$ cat config.mk
export PLATFORM = sky130hd
export DESIGN_NAME = fifo_wr_arbiter
export DESIGN_NICKNAME = d
export VERILOG_FILES = /design/src/rtl/fifo_wr_arbiter.sv
export SDC_FILE = /design/constraint.sdc
export NUM_CORES = 1
export LEC_CHECK = 0
export BUFFER_PORTS_ARGS = -buffer_cell sky130_fd_sc_hd__buf_2
export CAP_MARGIN = 0
export CORE_MARGIN = 4
export CORE_UTILIZATION = 51
export DETAILED_ROUTE_END_ITERATION = 16
export PLACE_DENSITY = 0.82
export REMOVE_ABC_BUFFERS = 1
export SLEW_MARGIN = 40
export SYNTH_ARGS = -nofsm -noshare
export SYNTH_HDL_FRONTEND = slang
export SYNTH_SLANG_ARGS = --single-unit
$ cat constraint.sdc
create_clock -name wr_clk -period 4.2 [get_ports wr_clk]
set_input_delay 0 -clock wr_clk [delete_from_list [all_inputs] [get_ports wr_clk]]
set_output_delay 0 -clock wr_clk [all_outputs]
set_load 0.02 [all_outputs]
$ cat src/rtl/fifo_wr_arbiter.sv
// -----------------------------------------------------------------------------
// fifo_wr_arbiter
// Round-robin arbiter that lets NUM_REQ requesters share one FIFO write port.
// A requester keeps ownership for at most MAX_BURST accepted words or until it
// drops valid. On release the next owner is chosen in the same cycle, so
// back-to-back grants carry no idle bubble.
//
// Ports
//   wr_clk      in   1                    clock (FIFO write domain)
//   rst         in   1                    synchronous active-high reset
//   req_valid   in   NUM_REQ              per-requester word available
//   req_data    in   NUM_REQ*DATA_WIDTH   requester i at [i*DATA_WIDTH +: DATA_WIDTH]
//   req_ready   out  NUM_REQ              word of that requester accepted this cycle
//   grant       out  NUM_REQ              one-hot owner, 0 when idle (registered)
//   busy        out  1                    high while a grant is held (registered)
//   wr_en       out  1                    FIFO write enable
//   data_in     out  DATA_WIDTH           FIFO write data
//   full        in   1                    FIFO full flag
//   xfer_count  out  16                   words written since reset, wraps
// -----------------------------------------------------------------------------
module fifo_wr_arbiter #(
    parameter int DATA_WIDTH = 8,
    parameter int NUM_REQ    = 4,
    parameter int MAX_BURST  = 4
) (
    input  logic                          wr_clk,
    input  logic                          rst,
    input  logic [NUM_REQ-1:0]            req_valid,
    input  logic [NUM_REQ*DATA_WIDTH-1:0] req_data,
    output logic [NUM_REQ-1:0]            req_ready,
    output logic [NUM_REQ-1:0]            grant,
    output logic                          busy,
    output logic                          wr_en,
    output logic [DATA_WIDTH-1:0]         data_in,
    input  logic                          full,
    output logic [15:0]                   xfer_count
);

    localparam int OW = (NUM_REQ > 1) ? $clog2(NUM_REQ) : 1;
    localparam int BW = $clog2(MAX_BURST + 1);

    typedef enum logic {
        ST_IDLE  = 1'b0,
        ST_GRANT = 1'b1
    } state_t;

    // Circular search from start; returns {found, index}. Iterating from the
    // far end lets the nearest valid requester overwrite earlier hits.
    function automatic logic [OW:0] rr_pick(input logic [NUM_REQ-1:0] valid,
                                            input logic [OW-1:0]      start);
        logic [OW:0] res;
        int          idx;
        res = {(OW+1){1'b0}};
        for (int k = NUM_REQ - 1; k >= 0; k--) begin
            idx = (int'(start) + k) % NUM_REQ;
            if (valid[OW'(idx)]) begin
                res = {1'b1, OW'(idx)};
            end
        end
        return res;
    endfunction

    state_t                state_r;
    logic [OW-1:0]         owner_r;
    logic [OW-1:0]         rr_ptr_r;
    logic [BW-1:0]         beat_r;
    logic [15:0]           xfer_count_r;
    logic [NUM_REQ-1:0]    grant_r;
    logic                  busy_r;

    logic                  active_s;
    logic                  xfer_s;
    logic                  release_s;
    logic [OW-1:0]         next_ptr_s;
    logic [OW-1:0]         arb_start_s;
    logic [OW:0]           pick_s;
    logic                  pick_found_s;
    logic [OW-1:0]         pick_idx_s;
    logic [NUM_REQ-1:0]    pick_onehot_s;
    logic [DATA_WIDTH-1:0] data_sel_s;

    // Transfer/release decode, arbitration and the combinational FIFO-side outputs.
    always_comb begin
        // Reset masks every write-side output in the same cycle.
        active_s   = (state_r == ST_GRANT) && !rst;
        xfer_s     = active_s && req_valid[owner_r] && !full;
        // Release on the burst-completing beat or as soon as the owner goes idle;
        // full by itself never releases.
        release_s  = active_s &&
                     ((xfer_s && (beat_r == BW'(MAX_BURST - 1))) || !req_valid[owner_r]);
        next_ptr_s = (owner_r == OW'(NUM_REQ - 1)) ? {OW{1'b0}} : (owner_r + OW'(1));
        // In GRANT the only arbitration that matters is the release one, which
        // starts just past the current owner; IDLE starts from rr_ptr.
        arb_start_s   = (state_r == ST_GRANT) ? next_ptr_s : rr_ptr_r;
        pick_s        = rr_pick(req_valid, arb_start_s);
        pick_found_s  = pick_s[OW];
        pick_idx_s    = pick_s[OW-1:0];
        pick_onehot_s = {{(NUM_REQ-1){1'b0}}, 1'b1} << pick_idx_s;

        data_sel_s = {DATA_WIDTH{1'b0}};
        for (int i = 0; i < NUM_REQ; i++) begin
            data_sel_s = data_sel_s |
                         (req_data[i*DATA_WIDTH +: DATA_WIDTH] & {DATA_WIDTH{owner_r == OW'(i)}});
        end

        req_ready = grant_r & {NUM_REQ{active_s && !full}};
        wr_en     = xfer_s;
        data_in   = active_s ? data_sel_s : {DATA_WIDTH{1'b0}};
    end

    // Arbiter FSM with registered grant/busy and the word counter.
    always_ff @(posedge wr_clk) begin
        if (rst) begin
            state_r      <= ST_IDLE;
            owner_r      <= {OW{1'b0}};
            rr_ptr_r     <= {OW{1'b0}};
            beat_r       <= {BW{1'b0}};
            xfer_count_r <= 16'd0;
            grant_r      <= {NUM_REQ{1'b0}};
            busy_r       <= 1'b0;
        end else begin
            case (state_r)
                ST_IDLE: begin
                    if (pick_found_s) begin
                        state_r <= ST_GRANT;
                        owner_r <= pick_idx_s;
                        beat_r  <= {BW{1'b0}};
                        grant_r <= pick_onehot_s;
                        busy_r  <= 1'b1;
                    end
                end
                ST_GRANT: begin
                    if (xfer_s) begin
                        xfer_count_r <= xfer_count_r + 16'd1;
                    end
                    if (release_s) begin
                        rr_ptr_r <= next_ptr_s;
                        if (pick_found_s) begin
                            // Hand over without leaving GRANT.
                            owner_r <= pick_idx_s;
                            beat_r  <= {BW{1'b0}};
                            grant_r <= pick_onehot_s;
                        end else begin
                            state_r <= ST_IDLE;
                            beat_r  <= {BW{1'b0}};
                            grant_r <= {NUM_REQ{1'b0}};
                            busy_r  <= 1'b0;
                        end
                    end else if (xfer_s) begin
                        beat_r <= beat_r + BW'(1);
                    end
                end
                default: begin
                    state_r <= ST_IDLE;
                    grant_r <= {NUM_REQ{1'b0}};
                    busy_r  <= 1'b0;
                end
            endcase
        end
    end

    assign grant      = grant_r;
    assign busy       = busy_r;
    assign xfer_count = xfer_count_r;

endmodule

==> metrics.md <==
| Metric | Value |
|---|---|
| Slew @ Worst Pin | 0.707 ns |
| CP Capture Point | grant[1]$_SDFFE_PP0P_ |
| Fin Setup TNS | 0 ns |
| Worst reg-to-reg path cell count | 7 |
| Critical Path Slowest Stage Cell | dfxtp_1 |
| Fillers | just over 300 |
| Starting Density | 54.7% |
| Top Usage Layer GRT | met2 |
| Crit path largest cell delay | about 0.48 ns |
| Clock buffer depth | 2 |
| Setup Fix Bufs, Post-CTS | 0 |
| Post-synth ARST share | 0% |
| Flop-to-flop setup slack | about 1.9 ns |
| Crit path max-delay family | multiplexers |
| Num rows | 20 |
| Maxcap violations | 0 |
| Die height | ~66 µm |
| P_leak | ~0.00096 µW |
| M3 GR Usage | under 10% |
| Post-route ant nets | 0 |
| PD cells | 273 nW/µm² |
| Post-synth top flop | dfxtp_1 |
| Final Power | between 500 and 600 µW |
| Top cell type's share of synthesized area | approximately a third |
| Worst setup SP type | flip-flop |
| Die ar. | between 4000 and 5000 µm² |
| Initial antenna violation count | 0 |
| Syn avg cell area | between 8 and 9 µm² |
| Pre-Repair DR Iteration Count | 4 |
| Dominant cell type by area after synthesis | dfxtp_1 |
| Status | completed |
| Drt wl/cell | between 10 and 15 µm |
| Setup crit start | owner_r[0]$_SDFFE_PP0P_ |
| Final HPWL DP | ~3.1 mm |
| Top-count cell post-synth | dfxtp_1 |
| Non-Filler Instances | approximately 320 |
| Crit Path Max Fanout | 7 |
| Flip-flop and latch area | 581 µm² |
| Grt ovf | 0 |
| Mapped Area | 1730 µm² |
| Top Ports | between 70 and 80 |
| Final Slew Violations | 0 |
| Clock Latency Late Sink | 0.33 ns |
| Multi-input gate area | approximately 1100 µm² |
| Vias per std cell | 5.44 |
| Drt drc | 0 |
| Stages on worst setup path | 7 |
| CTS resizes | 0 |
| RSZ-0062 raised after global routing | false |
| Detailed Route WL | a little over 4 mm |
| GR Util met2 | between 30% and 40% |
| Reg2reg end | grant[1]$_SDFFE_PP0P_ |
| # hold bufs at CTS | 0 |
| Depth of the CTS H-tree | 2 |
| Area contributors post-synth | dfxtp_1, a22oi_1, nor2_1, ha_1, a21oi_1 |
| CP bufs+invs | 2 |
| Cells after synthesis | slightly above 200 |
| Final worst-path cycle share | between 50% and 60% |
| Core area | approximately 3200 µm² |
| GRT Total Usage | 19.7% |
| Met1 global-route usage | about a quarter |
| Top cells by count, synth | dfxtp_1, nor2_1, a22oi_1, a21oi_1, nand2_1 |
| CTS Root Cell | clkbuf_4 |
| Layout cells sized above 1 | 33.2% |
| Critical path cell sequence | inv_1 -> ha_1 -> mux2i_1 -> mux2i_1 -> nor4_2 -> inv_1 -> o32ai_1 |
| Peak VDD IR | around 280 µV |
| CTS tree | done |
| Layout net count | between 300 and 400 |
| Pin count of the biggest net entering global routing | 35 |
| Initial DRC count | 63 |
| Vias in the first global route | approximately 1600 |
| Minimum clock period | between 2 and 2.5 ns |
| Area growth syn-to-layout | 23.9% |
| GPL Wtd Cong | ~0.86 |
| Number of synthesized register bits | 29 |
| Inst Count DP | 310 |
| Kind of critical path | reg2reg |
| CTS Buf Count | 5 |
| Final Hold Viols | 0 |
| Width of the die | roughly 66 µm |
| Via count | 1730 |
| Sequential fraction of the synthesis area | approximately 34% |
| Sink Count | 29 |
| Reg clk slew, reported paths | about 0.090 ns |
| Max Clock Skew | between 0.004 and 0.005 ns |
| Fmax | around 440 MHz |
| Critical Path AT | about 2.5 ns |
| Synth warnings | 0 |
| Critical path required time | 4.44 ns |
| Final setup viols | 0 |
| First-pass GRT wire length | 6.89 mm |
| Post-synthesis cell type count | 49 |
| IO buf count | 72 |
| Post-synth EDFFs | 0 |
| Min-delay worst type | in2reg |
| Worst-case headroom to the max-slew limit | a little over half |
| Ant. Diodes | 0 |
| Reg2reg start | owner_r[0]$_SDFFE_PP0P_ |
| Crit. End Element | flip-flop |
-- registers in the layout (all words and copies together), names as in the netlist --
| signal | flops |
|---|---|
| xfer_count | 16 |
| beat_r | 3 |
| rr_ptr_r | 2 |
| owner_r | 2 |
| state_r | 1 |
| busy | 1 |
| grant | 4 |
-- cells by family after synthesis --
family          share of synthesized area (%)
xor+xnor                                 6.60
simple gates                             26.8
flops                                    33.6
compound gates                           18.0
mux                                      4.21
buf+inv                                  4.93
fa+ha+maj                                5.80
-- through the flow --
stage	util (%)	hold slack, ns	setup WS (ns)	area [µm²]
after detailed placement	66.2	0.373	1.93	2090
after floorplan	-	0.0691	2.19	1670
final	67.8	0.0336	1.93	2140
after global placement	66.2	0.366	2.01	2090
after global routing	67.8	0.0587	1.73	2140
after CTS	67.8	0.0285	1.93	2140
-- report_power, final --
group | total [µW] | leakage [µW] | internal (µW) | switching [µW]
Combinational | 132 | 0.000698 | 57.1 | 74.6
Sequential | 291 | 0.000235 | 283 | 8.10
Clock | 161 | 0.0000320 | 63.6 | 97.3
Total | 584 | 0.000965 | 404 | 180
-- worst min-delay path by stage --
| stage | to | startpoint | cells after the start | slack (ns) |
|---|---|---|---|---|
| finish | state_r$_SDFF_PP0_ | req_valid[0] | 3 | 0.03 |
| global route | state_r$_SDFF_PP0_ | req_valid[0] | 3 | 0.06 |
| CTS | state_r$_SDFF_PP0_ | req_valid[0] | 3 | 0.03 |
| detailed placement | state_r$_SDFF_PP0_ | req_valid[0] | 3 | 0.37 |
| global placement | state_r$_SDFF_PP0_ | req_valid[0] | 3 | 0.37 |
| floorplan | owner_r[0]$_SDFFE_PP0P_ | rst | 1 | 0.07 |
-- layout make-up --
| type | instances | area share (%) |
|---|---|---|
| Sequential cell | 29 | 27.2 |
| Multi-Input combinational cell | 157 | 49.6 |
| Inverter | 8 | 1.41 |
| Clock buffer | 6 | 1.93 |
| Tap cell | 44 | 2.58 |
| Timing Repair Buffer | 72 | 16.9 |
| Clock inverter | 2 | 0.468 |
-- worst reg2reg max path: stages, from the launching register on --
cell	delay (ns)
dfxtp_1	0.48
inv_1	0.10
ha_1	0.32
mux2i_1	0.35
mux2i_1	0.15
nor4_2	0.42
inv_1	0.11
o32ai_1	0.26
-- cells in the final DEF (no fill, tap or decap), drive strengths merged, types with 6 or more instances in the layout --
cell and instances:
nor2 27, a21oi 15, buf 72, nand2 12
xnor2 8, clkbuf 6, and2 6, ha 8
nor3 6, dfxtp 29, a22oi 18, inv 7
-- layer usage --
metal / share of wire (%) / vias to the layer above
met5: 0 / -
met4: 1.4 / 0
met3: 6.7 / 9
met2: 48 / 50
met1: 43 / 806
li1: - / 865
Note: power is estimated with default switching activity, not from simulation.
